[src/rtl/digest_pkg.sv]
// Shared definitions for the phrase digesters on the camera/DRAM path.
package digest_pkg;

  localparam int unsigned DEFAULT_WORD_W   = 16;
  localparam int unsigned DEFAULT_PHRASE_W = 128;

  // Number of narrow words carried by one phrase.
  function automatic int unsigned nw_f(input int unsigned phrase_w, input int unsigned word_w);
    return phrase_w / word_w;
  endfunction

  // Width of the word-slice index; never narrower than one bit.
  function automatic int unsigned idx_w_f(input int unsigned nw);
    return (nw > 1) ? unsigned'($clog2(nw)) : 1;
  endfunction

  localparam int unsigned DEFAULT_IDX_W = idx_w_f(nw_f(DEFAULT_PHRASE_W, DEFAULT_WORD_W));

  typedef logic [DEFAULT_IDX_W-1:0] word_idx_t;

endpackage

[src/rtl/digest_phrase_multi.sv]
// Wide-phrase to narrow-word serialiser with frame-start and last-word flags.
// Optional statistics counters enabled by defining DIGEST_PHRASE_MULTI_STATS_EN.
module digest_phrase_multi
  import digest_pkg::*;
#(
  parameter int unsigned PHRASE_W  = DEFAULT_PHRASE_W,
  parameter int unsigned WORD_W    = DEFAULT_WORD_W,
  parameter int unsigned MSW_FIRST = 0
) (
  input  logic                clk_in,
  input  logic                rst_in,
  input  logic                valid_phrase,
  output logic                ready_phrase,
  input  logic [PHRASE_W-1:0] phrase_data,
  input  logic                phrase_tuser,
  output logic                valid_word,
  input  logic                ready_word,
  output logic [WORD_W-1:0]   word,
  output logic                newframe_out,
  output logic                last_word_out
`ifdef DIGEST_PHRASE_MULTI_STATS_EN
  ,
  output logic [15:0]         underrun_count,
  output logic [31:0]         frame_words
`endif
);

  localparam int unsigned NW    = nw_f(PHRASE_W, WORD_W);
  localparam int unsigned IDX_W = idx_w_f(NW);
  localparam int unsigned SEL_W = (PHRASE_W > 1) ? unsigned'($clog2(PHRASE_W)) : 1;

  typedef logic [IDX_W-1:0] idx_t;

  localparam idx_t IDX_LAST = IDX_W'(NW - 1);

  logic [PHRASE_W-1:0] holding_q, holding_d;
  logic                tuser_q, tuser_d;
  idx_t                idx_q, idx_d;
  logic                loaded_q, loaded_d;

  logic                at_last_c;
  logic                accept_c;
  logic                xfer_c;
  idx_t                slice_c;
  logic [SEL_W-1:0]    base_c;

  // Handshakes and output decode, all derived from registered state.
  always_comb begin
    at_last_c     = (idx_q == IDX_LAST);
    ready_phrase  = rst_in && (!loaded_q || (ready_word && at_last_c));
    accept_c      = valid_phrase && ready_phrase;
    xfer_c        = loaded_q && ready_word;
    slice_c       = (MSW_FIRST != 0) ? (IDX_LAST - idx_q) : idx_q;
    base_c        = SEL_W'(slice_c) * SEL_W'(WORD_W);
    valid_word    = loaded_q;
    word          = holding_q[base_c +: WORD_W];
    newframe_out  = loaded_q && tuser_q && (idx_q == '0);
    last_word_out = loaded_q && at_last_c;
  end

  // Next state: step through slices, reload on accept (same cycle as last word, no bubble).
  always_comb begin
    holding_d = holding_q;
    tuser_d   = tuser_q;
    idx_d     = idx_q;
    loaded_d  = loaded_q;
    if (xfer_c) begin
      if (!at_last_c) begin
        idx_d = idx_q + IDX_W'(1);
      end else begin
        loaded_d = 1'b0;
      end
    end
    if (accept_c) begin
      holding_d = phrase_data;
      tuser_d   = phrase_tuser;
      idx_d     = '0;
      loaded_d  = 1'b1;
    end
  end

  // State registers.
  always_ff @(posedge clk_in or negedge rst_in) begin
    if (!rst_in) begin
      holding_q <= '0;
      tuser_q   <= 1'b0;
      idx_q     <= '0;
      loaded_q  <= 1'b0;
    end else begin
      holding_q <= holding_d;
      tuser_q   <= tuser_d;
      idx_q     <= idx_d;
      loaded_q  <= loaded_d;
    end
  end

`ifdef DIGEST_PHRASE_MULTI_STATS_EN
  logic        seen_q, seen_d;
  logic [15:0] underrun_q, underrun_d;
  logic [31:0] fwords_q, fwords_d;

  // Underruns count only once traffic has started; frame length restarts on a frame-start word.
  always_comb begin
    seen_d     = seen_q || accept_c;
    underrun_d = underrun_q;
    fwords_d   = fwords_q;
    if (seen_q && ready_word && !loaded_q && (underrun_q != 16'hFFFF)) begin
      underrun_d = underrun_q + 16'd1;
    end
    if (xfer_c) begin
      fwords_d = newframe_out ? 32'd1 : (fwords_q + 32'd1);
    end
  end

  // Statistics registers.
  always_ff @(posedge clk_in or negedge rst_in) begin
    if (!rst_in) begin
      seen_q     <= 1'b0;
      underrun_q <= '0;
      fwords_q   <= '0;
    end else begin
      seen_q     <= seen_d;
      underrun_q <= underrun_d;
      fwords_q   <= fwords_d;
    end
  end

  assign underrun_count = underrun_q;
  assign frame_words    = fwords_q;
`endif

endmodule

[config.mk]
export PLATFORM = sky130hd
export DESIGN_NAME = digest_phrase_multi
export DESIGN_NICKNAME = d
export VERILOG_FILES = /design/src/rtl/digest_pkg.sv /design/src/rtl/digest_phrase_multi.sv
export SDC_FILE = /design/constraint.sdc
export NUM_CORES = 1
export LEC_CHECK = 0
export CORE_ASPECT_RATIO = 0.75
export CORE_MARGIN = 2
export CORE_UTILIZATION = 54
export CTS_BUF_LIST = sky130_fd_sc_hd__clkbuf_16
export CTS_CLUSTER_SIZE = 30
export DETAILED_ROUTE_END_ITERATION = 16
export PLACE_DENSITY = 0.82
export RECOVER_POWER = 25
export SYNTH_ARGS = -nofsm -noshare
export SYNTH_HDL_FRONTEND = slang
export SYNTH_SLANG_ARGS = --single-unit
export TNS_END_PERCENT = 5
[constraint.sdc]
create_clock -name clk_in -period 4.8 [get_ports clk_in]
set_input_delay 0.96 -clock clk_in [delete_from_list [all_inputs] [get_ports clk_in]]
set_output_delay 0.96 -clock clk_in [all_outputs]
set_load 0.02 [all_outputs]
# Word level (Yosys, flattened, before mapping)
# Index checks and enable logic that the tools add are counted.
op_classes:
  n_addsub: 1
  n_reduce_logical: 14
  muxes: 6
  n_shift: 1
  eq_ne: 2
op_table:
  columns: ["operator", "count"]
  rows:
  - ["indexed part select 128 x 8 -> 16 bit", 1]
  - ["2-to-1 mux 3 bit", 3]
  - ["logical AND 1 bit", 7]
  - ["AND reduction 2 bit", 2]
  - ["nonzero test 2 bit", 2]
  - ["adder 3 x 1 -> 3 bit (second input constant)", 1]
  - ["== test 3 bit (second input constant)", 1]
  - ["logical NOT 3 bit", 1]
  - ["2-to-1 mux 1 bit", 3]
  - ["inequality test 2 x 1 -> 1 bit (second input constant)", 1]
  - ["logical NOT 1 bit", 1]
  - ["logical OR 1 bit", 1]
totals:
  in_bits: 133
  register_bits: 133

# Longest topological paths before layout
# Gate-level depths: netlist of the first run.
depth:
  word_depth: 7
  depth_mapped: 7
  mapped_depth_nobuf: 5

# Worst setup path after synthesis of the first run
# OpenSTA, ideal clock, no wires.
synth_path:
  path_type: "reg-to-output"
  start: "register idx_q[0]"
  end: "output word[3]"
  t_arrival_ns: 1.411
  required_time_ns: 3.840
  setup_slack_ns: 2.429
  path_stages_with_launch: 6
  n_path_buf: 2
  path_cell_list: "dfrtp_1 -> buf_2 -> buf_6 -> mux4_2 -> nand2_1 -> nand2_1"
synth_via:
  elab_chain_cells: 1
synth_lines:
  columns: ["element", "line_no", "rtl"]
  rows:
  - ["start, declared", "digest_phrase_multi.sv:38", "idx_t idx_q, idx_d;"]
  - ["start signal, assigned", "digest_phrase_multi.sv:92", "idx_q <= idx_d;"]
  - ["indexed part select 128 x 8 -> 16 bit", "digest_phrase_multi.sv:56", "word = holding_q[base_c +: WORD_W];"]
  - ["end, declared", "digest_phrase_multi.sv:18", "output logic [WORD_W-1:0] word,"]
# Every way passes these cells.

# Worst setup path after layout of the first run
layout_path:
  start: "register idx_q[0]"
  end: "output word[14]"
# Same word-level chain as after synthesis.

==> impl_metrics.csv, run 1 <==
group,metric,value,unit
die,die_h,97.7,um
sta,max_freq,255,MHz
die,die_w,129,um
pwr,p_seq_share,36.7,%
logic_synthesis,avgSynthCellArea,16.4,um^2
setup_path,crit_start,"idx_q[0]$_DFFE_PN0P_",
grt,grt_pass1_wl,24000,um
finish,final_layout_size_suffix_gt1_share,35.5,%
finish,diodes,0,
grt,grt_max_degree,133,
setup_path,endpoint,"word[14]",
setup_path,worstPathArrival,2.96,ns
clock_tree,clock_latency,0.41,ns
drt,wl,15000,um
finish,stdcell_area,8430,um^2
sta,hold_viol_final,0,
setup_path,reg2reg_to,"holding_q[1]$_DFFE_PN0P_",
finish,num-fill-cells,692,
setup_path,r2r_setup_slack,1.59,ns
setup_path,path_class,"reg -> out",
clock_tree,cts_buffers,17,
clock_tree,post-cts-setup-buffer-count,0,
grt,overflow,0,
place,portBuffers,152,
clock_tree,htree_levels,4,
drt,drt-initial-drc-count,376,
place,gp_congestion,0.827,
logic_synthesis,synth_area_leaders,"dfrtp_1 53%, mux2_4 18%, mux4_2 11%",
finish,seq_area,3330,um^2
sta,setup_ws,0.879,ns
place,dp.cells,660,
pwr,leakage,3.66,nW
drt,antenna_left,0,
setup_path,cp_num_cells,5,
pwr,internal_power,4.00,mW
pwr,p_total,5.86,mW
finish,final_common_cell,"clkdlybuf4s50_1",
logic_synthesis,syn_area,6320,um^2
pwr,p_switching,1.87,mW
pwr,p_sw_share,31.8,%
die,ios,153,
finish,layout.cells.most_common_list,"151 x clkdlybuf4s50_1, 131 x dfrtp_1, 77 x mux2_4",
die,dieArea,12600,um^2
setup_path,cp-start-kind,"register",
sta,min_period_over_period,81.7,%
drt,vias,3911,
setup_path,path_common_cell,"nand2_1",
logic_synthesis,synthCells,386,
setup_path,worstPathRequired,3.84,ns
logic_synthesis,synth_warnings,0,
place,dp_worst_setup_slack,1.23,ns
setup_path,crit_path_top_delay_cell,"dfrtp_2",
hold_path,hp-class,"in -> async",
setup_path,reg2regPathDepth,7,
sta,finalSetupViolCount,0,
logic_synthesis,yosys.area.top_type,"dfrtp_1",
sta,final-max-slew-violation-count,81,
job,drv_cap,1,
setup_path,critical-path-top-delay-family,"flip-flops",
logic_synthesis,syn_nets,522,
die,start_util,55.0,%
finish,nets,671,
drt,firstDrtPassIters,4,
logic_synthesis,yosysTopAreaCellShare,52.6,%
sta,slew-limit-headroom,-27.0,%
sta,fin_crit,3.92,ns
finish,fin_cells,691,
logic_synthesis,ys_ff_latch,133,
logic_synthesis,yosysSeqAreaShare,52.6,%
sta,fin_skew,0.00713,ns
setup_path,setup.worst_path.end_class,"primary output",
die,core,11500,um^2
grt,track_usage,25.7,%
finish,final_util,73.4,%
pwr,power_density,695,nW/um^2
sta,setup_tns,0,ns
pwr,clkPwrFrac,21.6,%
pwr,ir_drop,0.453,mV
grt,antenna_found_initial,0,
clock_tree,clockBufferDepth,2,
grt,grt_pass1_vias,4208,
clock_tree,cts_tree,"built",
finish,area_growth,33.4,%
sta,rsz0062_at_grt,"no",
clock_tree,cts_sinks,133,
status,violations,"max-capacitance violations, max-slew violations",
drt,wl_per_cell,21.7,um
place,placed_cell_area,7870,um^2
clock_tree,clk_pin_slew,0.06,ns
clock_tree,ctsHoldBuffers,0,
setup_path,path_buf_inv,2,
setup_path,worstReg2RegStart,"idx_q[0]$_DFFE_PN0P_",
setup_path,critPathMaxFanout,25,
drt,viasPerCell,5.66,
sta,worstMarginPinSlew,1.91,ns
setup_path,slowest_delay,0.93,ns
die,rows,34,
status,status,"finished, violations left",
place,dp_hpwl,10400,um
finish,multi_input_area,2790,um^2
clock_tree,clk_root_buffer_cell,"clkbuf_16",
clock_tree,cts.repair.resized,0,
logic_synthesis,yosysUniqueCellTypes,21,
setup_path,crit_chain,"buf_4, mux4_2, nand2_1, nand2_1, clkdlybuf4s50_1",
pwr,comb_power_share,41.7,%
drt,drcViolationCount,0,
sta,hold_ws,0.501,ns
-- worst min-delay path by stage --
| stage | to | cells past startpoint |
|---|---|---|
| 6_report | holding_q[34]$_DFFE_PN0P_ | 1 |
| 5_1_grt | holding_q[124]$_DFFE_PN0P_ | 1 |
| 4_1_cts | holding_q[34]$_DFFE_PN0P_ | 1 |
| 3_5_place_dp | holding_q[78]$_DFFE_PN0P_ | 1 |
| 3_3_place_gp | holding_q[20]$_DFFE_PN0P_ | 1 |
| 2_1_floorplan | tuser_q$_DFFE_PN0P_ | 1 |
-- worst register-to-register path, delay by kind of cell, from the launching register on --
| family | cells | cell delay, ns |
|---|---|---|
| mux | 1 | 0.59 |
| fa+ha+maj | 2 | 0.43 |
| flops | 1 | 0.93 |
| simple gates | 1 | 0.12 |
| buf+inv | 2 | 0.94 |
| compound gates | 1 | 0.09 |
-- kinds of logic (layout without fill, tap and decap cells) --
family          count (synthesis)  count (layout)  share of synthesized area (%)
xor+xnor                        1               1                          0.139
buf+inv                        27             188                           3.23
fa+ha+maj                       3               3                          0.594
flops                         133             133                           52.6
simple gates                   58              58                           3.84
mux                           163             163                           39.3
compound gates                  1               1                          0.297
-- routing by layer --
| layer | vias to the layer above | part of all wire (%) | GRT usage [%] |
|---|---|---|---|
| li1 | 1693 | - | - |
| met1 | 2023 | 44 | 38.0 |
| met2 | 179 | 45 | 36.5 |
| met3 | 16 | 9.4 | 10.1 |
| met4 | 0 | 1.1 | 5.69 |
| met5 | - | 0 | 0 |
-- synth_stat cells, drive strengths merged --
cell	number
nor2	4
and4b	1
inv	1
nand3b	1
clkbuf	3
and2	1
clkinv	1
nand2b	1
xnor2	1
ha	3
dfrtp	133
buf	22
nand2	49
mux2	129
mux4	32
nor2b	1
mux2i	2
a21boi	1
-- power by group through the flow --
stage	sequential (mW)	combinational [mW]	clock, mW
after detailed placement	2.16	2.41	0
after CTS	2.16	2.45	1.28
after global routing	2.24	2.59	1.33
after floorplan	1.88	1.84	0
final	2.15	2.45	1.26
after global placement	2.13	2.38	0
-- cell type report --
| type | count | share of cell area [%] |
|---|---|---|
| clock buffer | 17 | 5.04 |
| clock inverter | 14 | 1.72 |
| inverter | 2 | 0.0890 |
| multi-input combinational | 226 | 33.1 |
| sequential | 133 | 39.5 |
| tap | 144 | 2.14 |
| timing repair buffer | 155 | 18.4 |
-- sequential cells by signal, summed over array words and instances (netlist names) --
signal and flops:
valid_word 1, tuser_q 1, idx_q 3, holding_q 128
Power figures use the tool's default switching activity.
==> run 2: changes to the inputs <==
- CORE_UTILIZATION: 54 -> 45
- PLACE_DENSITY: 0.82 -> 0.73
- clock period: 4.8 -> 3.2 ns (I/O delays scaled with it)
==> impl_metrics.csv, run 2 (synthesized netlist as in run 1, its figures left out) <==
group,metric,value,unit
clock_tree,cts_buffers,17,
drt,firstDrtPassIters,4,
clock_tree,cts_tree,"built",
sta,setup_tns,0,ns
sta,slew-limit-headroom,-18.5,%
pwr,comb_power_share,41.5,%
sta,fin_crit,3.12,ns
clock_tree,clk_root_buffer_cell,"clkbuf_16",
clock_tree,clock_latency,0.42,ns
sta,finalSetupViolCount,0,
pwr,clkPwrFrac,23.2,%
clock_tree,clockBufferDepth,2,
clock_tree,clk_pin_slew,0.06,ns
sta,hold_viol_final,0,
drt,wl,16300,um
clock_tree,htree_levels,4,
die,ios,153,
grt,grt_max_degree,134,
place,dp_hpwl,11600,um
sta,fin_skew,0.00844,ns
die,dieArea,15000,um^2
drt,drcViolationCount,0,
setup_path,worstPathArrival,2.48,ns
die,rows,37,
finish,stdcell_area,8620,um^2
die,start_util,46.1,%
grt,antenna_found_initial,0,
clock_tree,cts_sinks,133,
finish,regMostFlops,"holding_q",
place,gp_congestion,0.889,
finish,largest_reg_flops,128,
grt,overflow,0,
pwr,p_seq_share,35.3,%
sta,rsz0062_at_grt,"no",
drt,vias,3901,
place,portBuffers,152,
drt,drt-initial-drc-count,253,
pwr,p_sw_share,31.7,%
die,die_w,141,um
sta,final-max-slew-violation-count,134,
sta,max_freq,321,MHz
drt,wl_per_cell,22.5,um
clock_tree,ctsHoldBuffers,0,
grt,grt_pass1_vias,4204,
status,status,"finished, violations left",
place,placed_cell_area,8010,um^2
sta,worstMarginPinSlew,1.78,ns
sta,min_period_over_period,97.4,%
setup_path,crit_start,"idx_q[0]$_DFFE_PN0P_",
grt,track_usage,22.7,%
drt,antenna_left,0,
setup_path,worstReg2RegStart,"idx_q[0]$_DFFE_PN0P_",
hold_path,min_from,"holding_q[105]$_DFFE_PN0P_",
pwr,leakage,3.72,nW
setup_path,cp-start-kind,"register",
pwr,p_switching,2.90,mW
finish,layout.cells.most_common_list,"151 x clkdlybuf4s50_1, 131 x dfrtp_1, 77 x mux2_4",
setup_path,worstPathRequired,2.56,ns
setup_path,path_class,"reg -> out",
finish,final_layout_size_suffix_gt1_share,36.7,%
finish,area_growth,36.4,%
hold_path,hp-class,"reg -> reg",
die,die_h,107,um
grt,grt_pass1_wl,24900,um
pwr,internal_power,6.24,mW
die,core,13700,um^2
setup_path,critPathMaxFanout,14,
setup_path,setup.worst_path.end_class,"primary output",
status,violations,"max-capacitance violations, max-slew violations",
finish,diodes,0,
finish,final_common_cell,"clkdlybuf4s50_1",
job,drv_cap,1,
drt,viasPerCell,5.36,
finish,nets,676,
pwr,ir_drop,0.956,mV
finish,reg_top3,"holding_q: 128 flops, idx_q: 3 flops",
pwr,power_density,1060,nW/um^2
## run 2: path summary, 6_finish.rpt
check                                             end  slack [ns]  depth (start not counted)
min in group asynchronous    holding_q[1]$_DFFE_PN0P_        1.14                          2
setup reg to reg           holding_q[120]$_DFFE_PN0P_        0.72                          7
hold / removal             holding_q[105]$_DFFE_PN0P_        0.50                          1
setup / recovery                              word[6]        0.08                          5
max in group asynchronous        idx_q[0]$_DFFE_PN0P_        0.76                          2
hold reg to reg            holding_q[105]$_DFFE_PN0P_        0.50                          1
## run 2: area by class of cell
cell class | instances | area (um^2)
Multi-Input combinational cell | 226 | 2790
Inverter | 2 | 7.51
Fill cell | 998 | 5080
Sequential cell | 133 | 3330
Clock buffer | 17 | 425
Clock inverter | 15 | 211
Timing Repair Buffer | 160 | 1640
Tap cell | 175 | 219
## run 2: metrics by stage
step           util [%]  power, mW  hold WS [ns]  cells  setup slack (ns)
6_report           62.9       9.14         0.503    728            0.0838
5_1_grt            62.9       9.57         0.519    728           0.00434
4_1_cts            63.1       9.15         0.428    728            0.0476
3_5_place_dp       58.4       6.99         0.488    696             0.492
3_3_place_gp       58.4       6.92         0.484    696             0.493
2_1_floorplan         -       5.57         0.344    386              1.15
## run 2: power by group through the flow
stage | Combinational, mW | Sequential [mW] | Clock (mW)
floorplan | 2.75 | 2.81 | 0
global placement | 3.74 | 3.18 | 0
detailed placement | 3.79 | 3.20 | 0
CTS | 3.82 | 3.20 | 2.14
global route | 4.05 | 3.31 | 2.21
finish | 3.79 | 3.22 | 2.12
## run 2: layer usage
layer  track usage (%)  share of wire, %  vias up
met4              5.14              0.88        0
met1              33.3                47     2036
li1                  -                 -     1702
met2              32.3                44      147
met3              8.53               8.3       16
met5                 0                 0        -
## run 2: repair_timing
item / 4_1_cts / 5_1_grt
setup endpoints to repair: 0 / 11
gates resized for setup: 0 / 1
buffers inserted: 0 / 0
hold endpoints to repair: 0 / 0
## run 2: critical path, cell delays in order (launching register included)
cell and delay (ns):
dfrtp_4 0.55, buf_12 0.20, mux4_2 0.56, nand2_1 0.10, nand2_1 0.07, clkdlybuf4s50_1 0.58
==> run 3: changes to the inputs <==
- clock period: 3.2 -> 2.57 ns (I/O delays scaled with it)
==> impl_metrics.csv, run 3 (synthesized netlist as in run 1, its figures left out) <==
group,metric,value,unit
finish,nets,684,
setup_path,path_class,"reg -> out",
clock_tree,clock_latency,0.41,ns
setup_path,worstPathRequired,2.06,ns
setup_path,path_common_cell,"nand2_1",
drt,vias,3828,
sta,min_period_over_period,98.2,%
setup_path,worstPathArrival,2.01,ns
drt,firstDrtPassIters,5,
clock_tree,cts_tree,"built",
setup_path,cp-start-kind,"register",
clock_tree,post-cts-setup-buffer-count,0,
pwr,comb_power_share,44.7,%
sta,slew-limit-headroom,24.1,%
pwr,power_density,1230,nW/um^2
place,portBuffers,152,
grt,grt_pass1_vias,4292,
finish,final_layout_size_suffix_gt1_share,41.1,%
clock_tree,clk_pin_slew,0.05,ns
clock_tree,cts_sinks,133,
hold_path,hp-class,"reg -> reg",
pwr,clkPwrFrac,19.6,%
job,drv_cap,0,
drt,antenna_left,0,
grt,track_usage,21.6,%
grt,grt_pass1_wl,24200,um
sta,worstMarginPinSlew,1.14,ns
clock_tree,clockBufferDepth,2,
die,dieArea,15000,um^2
die,start_util,46.1,%
status,status,"finished, final reports clean",
pwr,ir_drop,0.839,mV
place,gp_congestion,0.828,
finish,regMostFlops,"holding_q",
sta,finalSetupViolCount,0,
finish,diodes,0,
setup_path,critPathMaxFanout,13,
pwr,internal_power,7.09,mW
pwr,p_sw_share,32.6,%
setup_path,crit_path_top_delay_cell,"mux4_2",
place,dp_worst_setup_slack,0.154,ns
pwr,leakage,3.73,nW
sta,fin_crit,2.52,ns
die,core,13700,um^2
place,dp_hpwl,11100,um
die,die_h,107,um
drt,drcViolationCount,0,
sta,setup_ws,0.0452,ns
sta,final-max-slew-violation-count,0,
grt,antenna_found_initial,0,
sta,max_freq,396,MHz
die,die_w,141,um
clock_tree,htree_levels,4,
finish,final_common_cell,"clkdlybuf4s50_1",
sta,hold_viol_final,0,
drt,wl,15200,um
clock_tree,clk_root_buffer_cell,"clkbuf_16",
setup_path,setup.worst_path.end_class,"primary output",
finish,area_growth,34.9,%
drt,drt-initial-drc-count,175,
finish,layout.cells.most_common_list,"132 x clkdlybuf4s50_1, 131 x dfrtp_1, 77 x mux2_4",
setup_path,slowest_delay,0.53,ns
setup_path,crit_chain,"buf_12, mux4_2, nand2_1, nand2_1, clkdlybuf4s15_2",
grt,overflow,0,
pwr,p_total,10.5,mW
sta,rsz0062_at_grt,"yes",
pwr,p_seq_share,35.7,%
die,rows,37,
drt,wl_per_cell,20.7,um
pwr,p_switching,3.43,mW
drt,viasPerCell,5.22,
sta,fin_skew,0.00989,ns
clock_tree,cts_buffers,17,
grt,grt_max_degree,127,
finish,reg_top3,"holding_q: 128 flops, idx_q: 3 flops",
finish,largest_reg_flops,128,
die,ios,153,
[run 3: cell types whose count changed in the layout (fill, tap and decap cells not counted), moves of 2 or more]
cell	previous run	this run
clkdlybuf4s50_1	151	132
clkbuf_2	0	9
buf_2	0	5
buf_4	2	7
bufinv_16	5	0
nand2_1	49	44
nand2_2	0	5
clkdlybuf4s15_2	0	3
buf_12	5	7
buf_6	0	2
clkinv_2	3	5
dlygate4sd2_1	0	2
[run 3: critical path: cells and delay by family, from the launching register on]
kind	cells	cell delay, ns
simple gates	2	0.18
mux	1	0.53
buf+inv	2	0.45
flops	1	0.44
[run 3: through the flow]
| step | TNS [ns] | instance area, um^2 | cells | util (%) | hold slack (ns) |
|---|---|---|---|---|---|
| after floorplan | 0 | 6320 | 386 | - | 0.218 |
| after global placement | 0 | 8080 | 703 | 59.0 | 0.330 |
| after detailed placement | 0 | 8080 | 703 | 59.0 | 0.332 |
| after CTS | -0.00215 | 8600 | 734 | 62.7 | 0.504 |
| after global routing | -0.0295 | 8530 | 734 | 62.2 | 0.514 |
| final | 0 | 8530 | 734 | 62.2 | 0.501 |
[run 3: path summary, 6_finish.rpt]
kind / from / endpoint / slack, ns / depth (start not counted)
max: idx_q[0]$_DFFE_PN0P_ / word[6] / 0.05 / 5
max in group asynchronous: rst_in / idx_q[0]$_DFFE_PN0P_ / 0.65 / 3
min in group asynchronous: rst_in / holding_q[93]$_DFFE_PN0P_ / 0.56 / 2
min: holding_q[109]$_DFFE_PN0P_ / holding_q[109]$_DFFE_PN0P_ / 0.50 / 1
min reg2reg: holding_q[109]$_DFFE_PN0P_ / holding_q[109]$_DFFE_PN0P_ / 0.50 / 1
max reg2reg: idx_q[0]$_DFFE_PN0P_ / holding_q[10]$_DFFE_PN0P_ / 0.36 / 7
[run 3: cell type report]
type / count / area [um^2]
repair buffers: 168 / 1670
clock inverters: 13 / 71.3
multi-input cells: 226 / 2810
flip-flops and latches: 133 / 3330
inverters: 2 / 7.51
fillers: 1026 / 5180
clock buffers: 17 / 425
well taps: 175 / 219
[run 3: power groups by stage]
stage                     clock network [mW]  logic (mW)  registers, mW
final                                   2.06        4.71           3.76
after detailed placement                   0        4.94           3.77
after global placement                     0        4.89           3.70
after global routing                    2.19        5.05           3.88
after floorplan                            0        3.43           3.50
after CTS                               2.10        4.85           3.76
[run 3: metal layers]
metal	up-vias	GRT usage, %	wire length (um)
met2	130	32.4	6980
met4	0	5.50	149
met1	1962	32.0	7220
met3	14	5.09	866
li1	1722	-	-
met5	-	0	0
[run 3: timing repair]
item,in CTS,in global routing
hold buffers,1,0
endpoints found under the setup margin,19,16
resized for setup,42,22
hold endpoints to repair,7,0
cloned,0,0
